$ cat src/rtl/mips_cpu_muldiv.sv
// Iterative multiply/divide unit holding the MIPS HI/LO pair.
// Optional single-cycle multiplier: define MIPS_CPU_MULDIV_FAST_MULT_EN.
module mips_cpu_muldiv (
    input  logic        clk,
    input  logic        rst_n,
    input  logic        start,
    input  logic [2:0]  op,
    input  logic [31:0] a,
    input  logic [31:0] b,
    output logic        busy,
    output logic        done,
    output logic [31:0] hi,
    output logic [31:0] lo
);

    typedef enum logic [1:0] {IDLE, CALC, FIX} state_t;

    state_t      state, state_next;
    logic [4:0]  cnt;
    logic [63:0] acc;
    logic [31:0] rem;
    logic [31:0] dvs;
    logic        is_div, neg_res, neg_rem;

    logic        accept, a_neg, b_neg;
    logic [31:0] a_mag, b_mag;
    logic [32:0] mul_sum, div_shift;
    logic        div_ge;
    logic [63:0] product;
    logic [31:0] quot, rmd;

    assign accept = (state == IDLE) && start && !op[2];
    assign a_neg  = !op[0] && a[31];
    assign b_neg  = !op[0] && b[31];
    assign a_mag  = a_neg ? -a : a;
    assign b_mag  = b_neg ? -b : b;

    // Multiply: acc[63:32] accumulates while the multiplier shifts out of acc[31:0].
    // Divide: dividend bits shift out of acc[31] as quotient bits shift in.
    assign mul_sum   = {1'b0, acc[63:32]} + (acc[0] ? {1'b0, dvs} : 33'd0);
    assign div_shift = {rem, acc[31]};
    assign div_ge    = div_shift >= {1'b0, dvs};

    assign product = neg_res ? -acc : acc;
    assign quot    = neg_res ? -acc[31:0] : acc[31:0];
    assign rmd     = neg_rem ? -rem : rem;

    assign busy = (state != IDLE);

    always_comb begin
        state_next = state;
        case (state)
            IDLE: begin
                if (accept) begin
`ifdef MIPS_CPU_MULDIV_FAST_MULT_EN
                    state_next = op[1] ? CALC : FIX;
`else
                    state_next = CALC;
`endif
                end
            end
            CALC:    if (cnt == 5'd31) state_next = FIX;
            FIX:     state_next = IDLE;
            default: state_next = IDLE;
        endcase
    end

    always_ff @(posedge clk or negedge rst_n) begin
        if (!rst_n) state <= IDLE;
        else        state <= state_next;
    end

    always_ff @(posedge clk or negedge rst_n) begin
        if (!rst_n) begin
            cnt     <= '0;
            acc     <= '0;
            rem     <= '0;
            dvs     <= '0;
            is_div  <= 1'b0;
            neg_res <= 1'b0;
            neg_rem <= 1'b0;
            hi      <= '0;
            lo      <= '0;
            done    <= 1'b0;
        end else begin
            done <= 1'b0;
            case (state)
                IDLE: begin
                    if (accept) begin
                        cnt     <= '0;
                        rem     <= '0;
                        dvs     <= b_mag;
                        is_div  <= op[1];
                        // A zero divisor yields an all-ones quotient magnitude; keep it unsigned.
                        neg_res <= (a_neg ^ b_neg) && !(op[1] && (b == 32'd0));
                        neg_rem <= a_neg;
`ifdef MIPS_CPU_MULDIV_FAST_MULT_EN
                        acc     <= op[1] ? {32'd0, a_mag} : ({32'd0, a_mag} * {32'd0, b_mag});
`else
                        acc     <= {32'd0, a_mag};
`endif
                    end else if (start && (op == 3'd4)) begin
                        hi <= a;
                    end else if (start && (op == 3'd5)) begin
                        lo <= a;
                    end
                end
                CALC: begin
                    cnt <= cnt + 5'd1;
                    if (is_div) begin
                        rem        <= div_ge ? 32'(div_shift - {1'b0, dvs}) : div_shift[31:0];
                        acc[31:0]  <= {acc[30:0], div_ge};
                    end else begin
                        acc <= {mul_sum, acc[31:1]};
                    end
                end
                FIX: begin
                    done <= 1'b1;
                    if (is_div) begin
                        lo <= quot;
                        hi <= rmd;
                    end else begin
                        lo <= product[31:0];
                        hi <= product[63:32];
                    end
                end
                default: ;
            endcase
        end
    end

endmodule

$ cat config.mk
export PLATFORM = sky130hd
export DESIGN_NAME = mips_cpu_muldiv
export DESIGN_NICKNAME = d
export VERILOG_FILES = /design/src/rtl/mips_cpu_muldiv.sv
export SDC_FILE = /design/constraint.sdc
export NUM_CORES = 1
export LEC_CHECK = 0
export BUFFER_PORTS_ARGS = -buffer_cell sky130_fd_sc_hd__buf_4
export CAP_MARGIN = 20
export CELL_PAD_IN_SITES_DETAIL_PLACEMENT = 1
export CELL_PAD_IN_SITES_GLOBAL_PLACEMENT = 1
export CORE_AREA = 2 2 211 172
export DETAILED_ROUTE_END_ITERATION = 7
export DIE_AREA = 0 0 213 174
export GPL_TIMING_DRIVEN = 0
export HOLD_SLACK_MARGIN = 0.1
export PLACE_DENSITY_LB_ADDON = 0.2
export SYNTH_ARGS = -nofsm -noshare
export SYNTH_HDL_FRONTEND = slang
export SYNTH_SLANG_ARGS = --single-unit
$ cat constraint.sdc
create_clock -name clk -period 4.5 [get_ports clk]
set_clock_uncertainty 0.2 [all_clocks]
set_input_delay 1.125 -clock clk [delete_from_list [all_inputs] [get_ports clk]]
set_output_delay 1.125 -clock clk [all_outputs]
set_load 0.01 [all_outputs]
== Yosys cells after proc, flatten, opt, wreduce, memory -nomap -nowiden ==
Cells that the tools add are included.
Word-level totals
  logic and storage cells: 87
  output and inout bits: 66
  register bits: 203
  bits of input ports: 70
Cells by class
  bitwise logic cells: 1
  reductions and logical operators: 23
  order comparisons: 1
  muxes and demuxes: 29
  $add $sub $neg: 8
  equality and inequality tests: 13
Operator list (count)
  $mux 32: 17
  $pmux 32 s2: 3
  $mux 64: 2
  $neg 32->32: 4
  $pmux 64 s2: 1
  $neg 64->64: 1
  $add 32x32->33: 1
  $ge 33x32->1: 1
  $logic_not 32->1: 1
  $sub 32x32->32: 1
  $ne 2x2->1 const B: 6
  $pmux 5 s2: 1
  $reduce_and 3->1: 3
  $logic_and 1x1->1: 8
  $eq 3x3->1 const B: 2
  $reduce_and 2->1: 3
  $reduce_bool 2->1: 3
  $add 5x1->5 const B: 1
  $eq 5x5->1 const B: 1
  $mux 5: 1
  $mux 2: 2
  $ne 2x1->1 const B: 2
  $pmux 2 s2: 1
  $reduce_and 4->1: 1
  6 further kinds: 8

== Logic depth before layout (Yosys ltp) ==
Gate-level depths: netlist (run 1).
  depth in word-level cells: 6
  depth in mapped cells: 14
  gate-level depth less buffers: 13

== Worst setup path before layout (run 1) ==
No wires, ideal clock.
  path type: in2reg
  start point: input port b[4]
  end point: register dvs[27]
  data required time: 4.165 ns
  data arrival time: 3.528 ns
  slack: 0.637 ns
  buffers on the path: 0
  stages: 9
  cell sequence: or3_1 or4_1 or4b_1 nor3_1 and2_1 nand2_1 o41ai_1 xor2_1 o21ai_0
On the way
  word-level cells in the longest chain between the ends: 2
RTL lines
  from (decl): RTL line 9  | input logic [31:0] b,
  $neg 32->32: RTL line 36  | assign b_mag = b_neg ? -b : b;
  $mux 32: RTL line 36
  to (signal assigned): RTL line 92  | dvs <= b_mag;
  to (decl): RTL line 22  | logic [31:0] dvs;
No other way between the ends.
A chain may end at the register's enable or synchronous reset.

== Worst setup path after layout (run 1) ==
  start point: register acc[0]
  end point: register acc[61]
On the way
  word-level cells in the longest chain between the ends: 4
RTL lines
  from (decl): RTL line 20  | logic [63:0] acc;
  from (signal assigned): RTL line 100  | acc <= {32'd0, a_mag};
  from (signal assigned): RTL line 112  | acc[31:0] <= {acc[30:0], div_ge};
  from (signal assigned): RTL line 114  | acc <= {mul_sum, acc[31:1]};
  $mux 32: RTL line 40  | assign mul_sum = {1'b0, acc[63:32]} + (acc[0] ? {1'b0, dvs} : 33'd0);
  $add 32x32->33: RTL line 40
  $mux 32: RTL line 110  | if (is_div) begin
  $pmux 64 s2: RTL line 87  | case (state)
No other way between the ends. The select of a mux whose other input is x is not followed.

==> results.ini, run 1 <==
[detailed_routing]
drt-wirelength-per-cell_um = 25.21
drt_iter0_markers = 1678
wl_met2_um = 28310
wl_met1_um = 30490
ant_nets = 0
vias = 16393
detail_route.first_pass.iterations = 8
vias_per_cell = 6.262
drc_errors = 0
top_layer_used = met4
drt_wl_total_um = 65990
route.met3.wl_um = 5834

[timing]
slew_headroom_pct = 33.27
max_freq_mhz = 233.4
finalHoldViolations = 0
fin_tns_setup_ns = 0
worstMarginPinSlew_ns = 0.9989
fin_crit_ns = 4.284
finalCritPeriodShare_pct = 95.20
drv_slew = 0
setup_viol = 0
rsz0062_at_grt = no

[yosys]
yosys_warnings = 0
synth-seq-cells = 203
synth_edf_count = 0
seq_area_frac_synth_pct = 32.02
synthArstFlopShare_pct = 100.0
syn-instance-count = 1955
netlist.area_leader.share_pct = 32.02
syn-cell-area_sq_mm = 0.01586
ys.flop_type = dfrtp_1
avgSynthCellArea_sq_um = 8.115
synthDistinctLibCells = 74
yosys-top-cells-area = dfrtp_1 32%, o21ai_0 7.7%, xor2_1 6.1%
yosysTopAreaCell = dfrtp_1
synth_fp_nets = 2097

[placed_design]
placed_cells = 2571
hpwl_um = 51590
place_congestion = 0.9533
port_buffers = 133

[setup_path]
cp-start-kind = flip-flop
reg2regPathDepth = 13
timing.rr.end = acc[61]$_DFFE_PN0P_
critical_path_arrival_ns = 4.52
path_class = flip-flop to flip-flop
worst-path-max-fanout = 10
ff2ff_setup_slack_ns = 0.22
crit_required_ns = 4.74
worstSetupEndpointType = flip-flop
r2r_start = acc[0]$_DFFE_PN0P_

[power_and_ir_drop]
p_sw_mw = 7.981
swShare_pct = 51.20
combPwrFrac_pct = 61.2
p_per_area_mw_per_mm2 = 844.9
power_frac_clock_pct = 14.4
p_seq_share_pct = 24.4
internal_power_mw = 7.608
irDropWorstVdd_mv = 0.3534
cellLeakagePower_nw = 7.952

[finish]
diodes = 0
layout.area.seq_sq_mm = 0.005080
drive_above_1_share_pct = 10.52
nets = 2261
final_cells = 2618
fill_cells = 4318
syn_to_final_growth_pct = 16.31
multi_input_area_sq_mm = 0.01013

[clock_network]
clk_latency_ns = 0.57
h-tree-depth = 1
cts_setup_buffers = 0
clk_pin_slew_worst_paths_ns = 0.06
cts_sinks = 203
hold_buffers = 0
cts_tree = yes
cts_buffer_depth = 3
cts_buffers = 26
cts-root-buf = clkbuf_16

[global_route]
track_usage_pct = 35.43
grt_pass1_vias = 16459
antenna_found_initial = 1
grt_max_degree = 93
grt_pass1_wl_um = 100200
globalRouteOverflowTotal = 0

[die]
die_w_um = 213
coreArea_sq_mm = 0.03514
start_util_pct = 45.14
die_h_um = 174
io_pins = 136
dieArea_sq_mm = 0.03706
rows = 62

[status]
status = finished, final reports clean

[job]
drv_cap = 0

[worst_hold_path]
hp-class = primary input to asynchronous set/reset pin

-- registers in the layout (all words and copies together) (netlist names) --
name     flops
done         1
is_div       1
state        2
hi          32
dvs         32
neg_res      1
rem         32
acc         64
cnt          5
neg_rem      1
lo          32
-- layout by cell type (no fill, tap or decap), types with 66 or more instances in the layout --
cell,synthesis,final
xnor2_1,82,82
ha_1,70,70
buf_4,0,132
clkbuf_1,108,109
xor2_1,111,111
dfrtp_1,203,203
nand2_1,213,213
a21oi_1,144,144
o21ai_0,244,244
mux2i_1,66,66
nor2_1,162,162
-- power groups by stage --
stage / Combinational (mW) / Clock (mW) / Sequential [mW]
after floorplan: 6.10 / 0 / 3.49
after global placement: 8.91 / 0 / 3.74
after detailed placement: 9.24 / 0 / 3.77
after CTS: 9.34 / 2.26 / 3.75
after global routing: 10.4 / 2.32 / 3.89
final: 9.54 / 2.24 / 3.81
-- per-stage QoR --
| step | area [sq um] | hold WS (ns) | util [%] | setup WS, ns | total power, mW |
|---|---|---|---|---|---|
| floorplan | 15860 | 0.2498 | - | 0.6369 | 9.590 |
| global placement | 17460 | 0.2650 | 49.69 | -0.02278 | 12.65 |
| detailed placement | 17540 | 0.2714 | 49.91 | -0.1267 | 13.02 |
| CTS | 18440 | 0.2221 | 52.48 | 0.001898 | 15.35 |
| global route | 18450 | 0.2346 | 52.51 | 0.07186 | 16.62 |
| finish | 18450 | 0.2206 | 52.51 | 0.2160 | 15.59 |
-- per-layer routing --
metal,global-route usage (%),vias up
met5,0,-
met4,6.614,0
met3,7.245,90
met2,53.22,635
met1,52.65,8291
li1,-,7377
-- cells in the mapped netlist (14+ instances only) --
cell type  count
nand2b_1      19
a21oi_1      144
nor4_1        16
mux2i_1       66
nand3_1       30
o22ai_1       22
clkbuf_1     108
nand2_1      213
a21o_1        34
inv_1         59
a31oi_1       18
nor2b_1       14
ha_1          70
o41ai_1       22
a211oi_1      16
o211ai_1      31
or4_1         24
dfrtp_1      203
xor2_1       111
o31ai_1       37
or3_1         26
nor3_1        30
nor2_1       162
xnor2_1       82
o21ai_0      244
-- critical path, cell delays in order, from the launching register on --
cell and delay, ns:
dfrtp_1 0.51, inv_1 0.22, clkbuf_1 0.42, nor2_1 0.14
ha_1 0.38, a21oi_1 0.17, o21ai_0 0.13, a211oi_1 0.36
nor3_1 0.13, o41ai_2 0.41, nor2_1 0.13, or4_1 0.53
a21o_1 0.18, a32o_1 0.25
-- timing repair --
action,4_1_cts,5_1_grt
gates cloned,0,0
setup endpoints to repair,1,6
gates resized for setup,1,5
-- how the worst max path moves through the flow --
stage	startpoint	to	slack, ns	cells past startpoint
2_1_floorplan	b[4]	dvs[27]$_DFFE_PN0P_	0.64	9
3_3_place_gp	a[10]	acc[28]$_DFFE_PN0P_	-0.02	9
3_5_place_dp	a[10]	acc[28]$_DFFE_PN0P_	-0.13	9
4_1_cts	acc[0]$_DFFE_PN0P_	acc[62]$_DFFE_PN0P_	0.002	14
5_1_grt	acc[0]$_DFFE_PN0P_	acc[61]$_DFFE_PN0P_	0.07	13
6_report	acc[0]$_DFFE_PN0P_	acc[61]$_DFFE_PN0P_	0.22	13
-- logic make-up (layout without fill, tap and decap cells) --
logic type,Yosys count,count (layout),share of synthesized area [%]
and+or+nand+nor,593,593,17.82
adders and majority gates,72,72,5.773
AOI/OAI and AO/OA,639,639,24.55
xor gates and xnor gates,193,193,10.66
DFF,203,203,32.02
buffers and inverters,178,361,4.227
muxes,77,77,4.945
-- area by class of cell --
type                       instances  area share (%)
multi-input combinational       1574           54.91
sequential                       203           27.53
timing repair buffer             137           5.832
clock buffer                      35           4.042
tap                              480           3.255
buffer                           116           2.387
inverter                          61           1.241
clock inverter                    12          0.8069
Power figures use the tool's default switching activity.
==> run 2, diff against run 1 <==
--- a/config.mk
+++ b/config.mk
@@ -9,9 +9,9 @@
 export CAP_MARGIN = 20
 export CELL_PAD_IN_SITES_DETAIL_PLACEMENT = 1
 export CELL_PAD_IN_SITES_GLOBAL_PLACEMENT = 1
-export CORE_AREA = 2 2 211 172
+export CORE_AREA = 2 2 136 271
 export DETAILED_ROUTE_END_ITERATION = 7
-export DIE_AREA = 0 0 213 174
+export DIE_AREA = 0 0 138 273
 export GPL_TIMING_DRIVEN = 0
 export HOLD_SLACK_MARGIN = 0.1
 export PLACE_DENSITY_LB_ADDON = 0.2
==> results.ini, run 2 (synthesis results as in run 1) <==
[timing]
final.setup.worst_slack_ns = 0.1946  ; -0.02146 ns
worstMarginPinSlew_ns = 1.132  ; +0.1336 ns
fin_crit_ns = 4.305  ; +0.02146 ns
max_freq_mhz = 232.3  ; -0.50%
finalHoldViolations = 0  ; unchanged
finalCritPeriodShare_pct = 95.68  ; +0.48 points
drv_slew = 0  ; unchanged
slew_headroom_pct = 24.50  ; -8.8 points
setup_viol = 0  ; unchanged
rsz0062_at_grt = no

[placed_design]
port_buffers = 133  ; unchanged
place_congestion = 0.9665  ; +1.4%
hpwl_um = 56030  ; +8.6%
place_ws_ns = -0.5290  ; -0.4023 ns
placed_cells = 2543  ; -1.1%

[die]
die_h_um = 273  ; +57%
dieArea_sq_mm = 0.03767  ; +1.7%
rows = 98  ; +58%
io_pins = 136  ; unchanged
die_w_um = 138  ; -35%
coreArea_sq_mm = 0.03556  ; +1.2%
start_util_pct = 44.61  ; -0.53 points

[clock_network]
hold_buffers = 0  ; unchanged
cts_buffers = 23  ; -12%
clk_latency_ns = 0.54  ; -0.03 ns
cts_buffer_depth = 3  ; unchanged
cts-root-buf = clkbuf_16
cts_sinks = 203  ; unchanged
cts_setup_buffers = 0  ; unchanged
h-tree-depth = 1  ; unchanged
clk_pin_slew_worst_paths_ns = 0.06  ; about the same
cts_tree = yes

[worst_hold_path]
hp-class = flip-flop to flip-flop

[detailed_routing]
drt_iter0_markers = 498  ; -70%
detail_route.first_pass.iterations = 5  ; -3
drc_errors = 0  ; unchanged
vias_per_cell = 6.239  ; -0.36%
ant_nets = 0  ; unchanged
drt-wirelength-per-cell_um = 26.56  ; +5.4%
vias = 16116  ; -1.7%
drt_wl_total_um = 68600  ; +3.9%

[setup_path]
worstSetupEndpointType = flip-flop
timing.rr.end = rem[4]$_DFFE_PN0P_
cp-start-kind = primary input
critical_path.startpoint = a[10]
crit_path_end = acc[28]$_DFFE_PN0P_
worst-path-max-fanout = 6  ; -4
path_class = primary input to flip-flop
ff2ff_setup_slack_ns = 0.22  ; about the same
crit_required_ns = 4.73  ; about the same
critical_path_arrival_ns = 4.54  ; +0.02 ns
reg2regPathDepth = 13  ; unchanged
r2r_start = acc[31]$_DFFE_PN0P_

[finish]
final_common_cell = o21ai_0
largest_reg_flops = 64  ; unchanged
nets = 2259  ; -0.088%
diodes = 0  ; unchanged
syn_to_final_growth_pct = 15.34
top_register = acc
drive_above_1_share_pct = 10.60  ; +0.072 points
final_cells = 2583  ; -1.3%
final_util_pct = 51.46  ; -1.0 points
layout_common_cells = 243 x o21ai_0, 213 x nand2_1, 203 x dfrtp_1, 162 x nor2_1, 144 x a21oi_1
fill_cells = 4409  ; +2.1%

[power_and_ir_drop]
irDropWorstVdd_mv = 0.4900  ; +39%
cellLeakagePower_nw = 7.892  ; -0.76%
p_sw_mw = 7.703  ; -3.5%
swShare_pct = 50.91  ; -0.28 points
p_per_area_mw_per_mm2 = 826.8  ; -2.1%
power_frac_clock_pct = 13.0  ; -1.4 points
internal_power_mw = 7.426  ; -2.4%
p_seq_share_pct = 25.1  ; +0.7 points
combPwrFrac_pct = 61.9  ; +0.7 points

[global_route]
grt_pass1_vias = 17726  ; +7.7%
grt_pass1_wl_um = 103400  ; +3.2%
grt_max_degree = 117  ; +26%
track_usage_pct = 35.84  ; +0.41 points
globalRouteOverflowTotal = 0  ; unchanged
antenna_found_initial = 0  ; -1

[job]
drv_cap = 0  ; unchanged

[status]
status = finished, final reports clean

## run 2: changes by cell type in the layout (fill, tap and decap cells not counted), moves of 2 or more
cell and change:
clkinv_4 -2, nor4_2 +2, clkbuf_1 -2, nor4_1 -2, clkinvlp_4 +2, clkbuf_2 +2
a211oi_2 +2, a211oi_1 -2, clkbuf_8 -3, clkbuf_16 -4
## run 2: power by group through the flow
stage	combinational, mW	sequential (mW)	clock [mW]
floorplan	6.10	3.49	0
global placement	8.93	3.71	0
detailed placement	9.24	3.77	0
CTS	9.29	3.76	1.99
global route	10.2	3.90	2.05
finish	9.37	3.80	1.97
## run 2: routing by layer
metal,vias to the layer above,wire [um],track usage [%]
met1,7964,20910,30.82
met3,285,2515,3.872
met2,497,37530,70.32
li1,7370,-,-
met4,0,7639,33.38
met5,-,0,0
## run 2: worst min path at each step
stage                              from                   to  slack, ns  cells past startpoint
finish                lo[0]$_DFFE_PN0P_    lo[0]$_DFFE_PN0P_       0.28                      2
global route         lo[17]$_DFFE_PN0P_   lo[17]$_DFFE_PN0P_       0.31                      2
CTS                 dvs[28]$_DFFE_PN0P_  dvs[28]$_DFFE_PN0P_       0.29                      2
detailed placement  dvs[28]$_DFFE_PN0P_  dvs[28]$_DFFE_PN0P_       0.27                      2
global placement    dvs[25]$_DFFE_PN0P_  dvs[25]$_DFFE_PN0P_       0.26                      2
floorplan           dvs[10]$_DFFE_PN0P_  dvs[10]$_DFFE_PN0P_       0.25                      2
## run 2: through the flow
step	power, mW	hold slack [ns]	setup TNS (ns)	cell area, sq um
detailed placement	13.02	0.2701	-2.263	17500
finish	15.13	0.2800	0	18300
global placement	12.64	0.2620	-5.647	17430
floorplan	9.590	0.2498	0	15860
global route	16.17	0.3101	0	18300
CTS	15.05	0.2851	0	18280
## run 2: area by class of cell
| cell class | instances | area (sq um) | share of cell area [%] |
|---|---|---|---|
| buffer | 116 | 442.9 | 2.421 |
| clock buffer | 28 | 604.3 | 3.303 |
| clock inverter | 13 | 151.4 | 0.8274 |
| inverter | 61 | 229.0 | 1.251 |
| multi-input combinational | 1574 | 10160 | 55.55 |
| sequential | 203 | 5080 | 27.76 |
| tap | 450 | 563.0 | 3.077 |
| timing repair buffer | 138 | 1062 | 5.806 |
## run 2: what timing repair did
item                                    4_1_cts  5_1_grt
resized for setup                             5        8
endpoints found under the hold margin         0        0
endpoints found under the setup margin        8       19
## run 2: critical path: stages
cell	delay, ns
buf_4	0.13
or4_1	0.60
nor4_1	0.63
nor2b_1	0.53
nand2_1	0.20
or4_1	0.56
o31ai_1	0.38
xor2_1	0.13
a221oi_1	0.25
